--- config.mk ---
export PLATFORM = sky130hd
export DESIGN_NAME = comp_save_mgr
export DESIGN_NICKNAME = d
export VERILOG_FILES = /design/src/rtl/comp_save_mgr_pkg.sv /design/src/rtl/comp_save_mgr.sv
export SDC_FILE = /design/constraint.sdc
export NUM_CORES = 1
export LEC_CHECK = 0
export ABC_AREA = 1
export BUFFER_PORTS_ARGS = -buffer_cell sky130_fd_sc_hd__buf_4
export CAP_MARGIN = 20
export CORE_ASPECT_RATIO = 1.75
export CORE_MARGIN = 1
export CORE_UTILIZATION = 40
export DETAILED_ROUTE_END_ITERATION = 16
export PLACE_DENSITY = 0.71
export SLEW_MARGIN = 40
export SYNTH_ARGS = -nofsm -noshare
export SYNTH_HDL_FRONTEND = slang
export SYNTH_SLANG_ARGS = --single-unit
export TNS_END_PERCENT = 20
--- constraint.sdc ---
create_clock -name CLK -period 4.4 [get_ports CLK]
set_clock_uncertainty 0.15 [all_clocks]
set_input_delay 0.22 -clock CLK [delete_from_list [all_inputs] [get_ports CLK]]
set_output_delay 0.22 -clock CLK [all_outputs]
set_load 0.02 [all_outputs]
--- src/rtl/comp_save_mgr_pkg.sv ---
// Shared definitions for the computation-result save manager: FSM states,
// descriptor field positions and the save-length clamp.
package comp_save_mgr_pkg;

  localparam int RESULT_WORDS  = 8;
  localparam int SAVE_LEN_LSB  = 0;
  localparam int SAVE_LEN_MSB  = 3;
  localparam int SAVE_EN_BIT   = 4;
  localparam int SAVE_ADDR_LSB = 5;

  typedef enum logic [2:0] {
    ST_IDLE   = 3'd0,
    ST_WAIT   = 3'd1,
    ST_DECODE = 3'd2,
    ST_SAVE   = 3'd3,
    ST_DONE   = 3'd4
  } state_e;

  // A descriptor may ask for more words than a block holds; never store past the block.
  function automatic logic [3:0] clamp_len(input logic [3:0] len);
    if (len > 4'd8) begin
      return 4'd8;
    end else begin
      return len;
    end
  endfunction

endpackage

--- src/rtl/comp_save_mgr.sv ---
// Saves the eight 64-bit result words of a SHA-512 block into a thread's memory
// region, as described by the thread's descriptor on the buffer's data2 port.
module comp_save_mgr
  import comp_save_mgr_pkg::*;
#(
  parameter int N_THREADS     = 16,
  parameter int N_THREADS_MSB = $clog2(N_THREADS) - 1,
  parameter int MEM_ADDR_MSB  = 7
) (
  input  logic                      CLK,
  input  logic                      reset,
  input  logic                      req_en,
  input  logic [N_THREADS_MSB:0]    req_thread_num,
  output logic                      req_rdy,
  output logic [N_THREADS_MSB:0]    rd_thread_num2,
  input  logic [MEM_ADDR_MSB+5:0]   comp_data2,
  input  logic [63:0]               din,
  input  logic                      din_valid,
  output logic                      din_rd,
  output logic                      mem_wr_en,
  output logic [MEM_ADDR_MSB:0]     mem_wr_addr,
  output logic [63:0]               mem_din,
  output logic                      done_en,
  output logic [N_THREADS_MSB:0]    done_thread_num
);

  localparam int AW = MEM_ADDR_MSB + 1;

  state_e                   state_q,   state_d;
  logic [N_THREADS_MSB:0]   thread_q,  thread_d;
  logic [3:0]               len_q,     len_d;
  logic                     en_q,      en_d;
  logic [MEM_ADDR_MSB:0]    base_q,    base_d;
  logic [2:0]               cnt_q,     cnt_d;
  logic                     wr_en_q,   wr_en_d;
  logic [MEM_ADDR_MSB:0]    wr_addr_q, wr_addr_d;
  logic [63:0]              wr_data_q, wr_data_d;

  always_ff @(posedge CLK) begin
    if (reset) begin
      state_q   <= ST_IDLE;
      thread_q  <= '0;
      len_q     <= 4'd0;
      en_q      <= 1'b0;
      base_q    <= '0;
      cnt_q     <= 3'd0;
      wr_en_q   <= 1'b0;
      wr_addr_q <= '0;
      wr_data_q <= 64'd0;
    end else begin
      state_q   <= state_d;
      thread_q  <= thread_d;
      len_q     <= len_d;
      en_q      <= en_d;
      base_q    <= base_d;
      cnt_q     <= cnt_d;
      wr_en_q   <= wr_en_d;
      wr_addr_q <= wr_addr_d;
      wr_data_q <= wr_data_d;
    end
  end

  always_comb begin
    state_d         = state_q;
    thread_d        = thread_q;
    len_d           = len_q;
    en_d            = en_q;
    base_d          = base_q;
    cnt_d           = cnt_q;
    wr_en_d         = 1'b0;
    wr_addr_d       = wr_addr_q;
    wr_data_d       = wr_data_q;
    req_rdy         = 1'b0;
    din_rd          = 1'b0;
    done_en         = 1'b0;
    done_thread_num = '0;
    case (state_q)
      ST_IDLE: begin
        req_rdy = 1'b1;
        if (req_en) begin
          thread_d = req_thread_num;
          state_d  = ST_WAIT;
        end else begin
          state_d  = ST_IDLE;
        end
      end
      ST_WAIT: begin
        state_d = ST_DECODE;
      end
      ST_DECODE: begin
        len_d   = clamp_len(comp_data2[SAVE_LEN_MSB:SAVE_LEN_LSB]);
        en_d    = comp_data2[SAVE_EN_BIT];
        base_d  = comp_data2[MEM_ADDR_MSB+SAVE_ADDR_LSB:SAVE_ADDR_LSB];
        cnt_d   = 3'd0;
        state_d = ST_SAVE;
      end
      ST_SAVE: begin
        din_rd = 1'b1;
        if (din_valid) begin
          cnt_d = cnt_q + 3'd1;
          // Words beyond save_len are still consumed, just not written.
          if (en_q && ({1'b0, cnt_q} < len_q)) begin
            wr_en_d   = 1'b1;
            wr_addr_d = base_q + AW'(cnt_q);
            wr_data_d = din;
          end else begin
            wr_en_d   = 1'b0;
          end
          if (cnt_q == 3'd7) begin
            state_d = ST_DONE;
          end else begin
            state_d = ST_SAVE;
          end
        end else begin
          state_d = ST_SAVE;
        end
      end
      ST_DONE: begin
        done_en         = 1'b1;
        done_thread_num = thread_q;
        state_d         = ST_IDLE;
      end
      default: begin
        state_d = ST_IDLE;
      end
    endcase
  end

  assign rd_thread_num2 = thread_q;
  assign mem_wr_en      = wr_en_q;
  assign mem_wr_addr    = wr_addr_q;
  assign mem_din        = wr_data_q;

endmodule

==> impl_results.md <==
- Final Instance Area: 5900 um^2
- Yosys cell types: 25
- Slew headroom: 0.516
- Critical Path Start Type: flop
- Setup violators final: 0
- R2R cell count: 7
- CP Capture Type: flop
- Most common cell in the netlist: nor2_1
- Worst-path clk slew: 0.07 ns
- Worst EP required: 4.53 ns
- GRT Overall Usage: 0.205
- Max cap viols: 0
- Final period utilization: 0.521
- Warnings from Yosys: 0
- Vias in the first global route: 3756
- Pre-CTS WS: 2.33 ns
- Final-stage net count: 815
- Die area: 10800 um^2
- CTS sink cnt: 96
- DR WL/cell: 12.9 um
- Slew of the pin with the lowest slew margin: 0.727 ns
- GPL Wtd Cong: 0.773
- Reg2Reg Setup Slack: 2.11 ns
- Share of layout cells above drive strength 1: 0.268
- Post-Syn Area: 4150 um^2
- Die Ht: 137 um
- Clock buffer depth: 2
- Critical R2R Launch: state_q[1]$_SDFF_PP0_
- Pwr per Cell Area: 347 nW/um^2
- Post-DR vias/cell: 4.77
- Via count: 4062
- Sequential area share after synthesis: 0.464
- Unrepaired setup endpoints after global routing: false
- Reg-to-reg endpoint: len_q[0]$_SDFFE_PP0P_
- Post-CTS Setup Inserts: 0
- Syn-to-layout area delta: 42.3%
- 1st-iter DRT viols: 158
- Residual DRC count: 0
- TritonCTS Buffers: 9
- Worst setup path class: reg2reg
- Setup ws final: 2.11 ns
- Hold endpoint: state_q[2]$_SDFF_PP0_
- Drt pass-1 iters: 6
- Min Hold Slack: 0.0161 ns
- Leakage Power: 2.78 nW
- Post-route non-filler standard cell count: 852
- Overflow after GRT: 0
- Ant diodes: 0
- VDD IR-drop max: 0.201 mV
- Initial core utilization: 0.416
- Final Routed Wirelength: 11.0 mm
- Hold_sp: din_valid
- Dpl cells: 826
- Top cells by area, synth: dfxtp_1, nor2_1, nand3b_1, nand2_1, inv_1
- Top_reg_cell synth: dfxtp_1
- Synth top cells by count: nor2_1, nand2_1, dfxtp_1
- Number of synthesized flops with an enable pin: 0
- WHS Path Cells: 3
- Post-Synthesis Cells: 563
- CP arrival: 2.42 ns
- Yosys top cell by area: dfxtp_1
- Worst min-delay path class: in2reg
- CTS resizes: 0
- Clock Tree Root: clkbuf_16
- Synthesized flop and latch total: 96
- Tot Pwr: 2.05 mW
- Initial antenna violation count: 0
- Synth top area share: 0.464
- Max-slew violation count: 0
- Crit. Startpoint: state_q[1]$_SDFF_PP0_
- Fin. Hold Viols: 0
- Fraction of registers with async set/reset: 0
- Post-layout min period: 2.29 ns
- Syn nets: 656
- Worst Path Max Fanout: 21
- Status: finished, final reports clean
- H-tree depth: 3
- Antenna Nets Post-Route: 0
- Fmax: 436 MHz
- Clk_lat worst skew: 0.33 ns
- # IOs: 169
- Syn_area_per_cell: 7.36 um^2
- Largest net degree at the start of global routing: 69
- Post-place instance area: 5430 um^2
- CTS tree: done
- Dpl hpwl: 7.76 mm
- Setup TNS Final: 0 ns
- Core area: 9970 um^2
- Final core utilization: 0.591
- Die W: 79.0 um
- First-pass GRT wire length: 17.2 mm
- Number of port buffers: 168
- Num rows: 48
worst max path at each step:
stage	end	depth (start not counted)
floorplan	mem_din[10]$_SDFFE_PP0P_	9
global placement	mem_wr_addr[7]$_SDFFE_PP0P_	9
detailed placement	mem_wr_addr[4]$_SDFFE_PP0P_	8
CTS	len_q[0]$_SDFFE_PP0P_	7
global route	len_q[0]$_SDFFE_PP0P_	7
finish	len_q[0]$_SDFFE_PP0P_	7
layout make-up:
cell class,count,area (um^2)
Fill cell,977,4070
Multi-Input combinational cell,401,1940
Sequential cell,96,1920
Timing Repair Buffer,181,1380
Clock buffer,11,243
Tap cell,125,156
Clock inverter,5,128
Inverter,33,128
layer usage:
layer	wire length, um	track usage	vias to the layer above
met5	0	0	-
met2	6080	0.388	109
met1	4200	0.217	1840
met4	273	0.0909	0
met3	479	0.0347	19
li1	-	-	2094
layout by cell type, fill, tap and decap left out, drive strengths merged:
cell type / synthesis / routed
nor4: 1 / 1
nand2: 118 / 118
ha: 7 / 7
clkbuf: 16 / 11
o21ai: 13 / 13
nand3: 12 / 12
a211oi: 1 / 1
or2: 1 / 1
fa: 1 / 1
a21oi: 19 / 19
nand4: 3 / 3
nand3b: 66 / 66
dfxtp: 96 / 96
inv: 32 / 32
clkinvlp: 0 / 1
buf: 17 / 171
bufinv: 0 / 4
a22oi: 3 / 3
dlygate4sd3: 0 / 10
clkinv: 1 / 1
nor2: 156 / 156
flip-flops by register name, indices dropped and copies added, names as in the netlist:
| signal | cells |
|---|---|
| mem_wr_en | 1 |
| en_q | 1 |
| state_q | 3 |
| mem_din | 64 |
| mem_wr_addr | 8 |
| base_q | 8 |
| len_q | 4 |
| rd_thread_num2 | 4 |
| cnt_q | 3 |
cells by family after synthesis:
group	after synthesis	share of synthesized area
simple gates	357	0.395
fa+ha+maj	8	0.0260
compound gates	36	0.0459
flops	96	0.464
buf+inv	66	0.0697
power breakdown:
group          total, mW  switching, mW  internal [mW]
Combinational      0.208          0.112         0.0967
Sequential         0.897         0.0123          0.885
Clock              0.944          0.315          0.628
Total               2.05          0.439           1.61
worst max-delay path, cell delays in order, from the launching register on:
cell	delay, ns
dfxtp_1	0.37
inv_1	0.07
nor2_1	0.14
nand2_1	0.39
nor2_1	0.37
a22oi_1	0.10
nor2_1	0.10
dlygate4sd3_1	0.54
repair_timing:
action                                  CTS  global route
hold buffers                             10             0
endpoints found under the setup margin    0             0
endpoints found under the hold margin     7             0
Power figures use the tool's default switching activity.
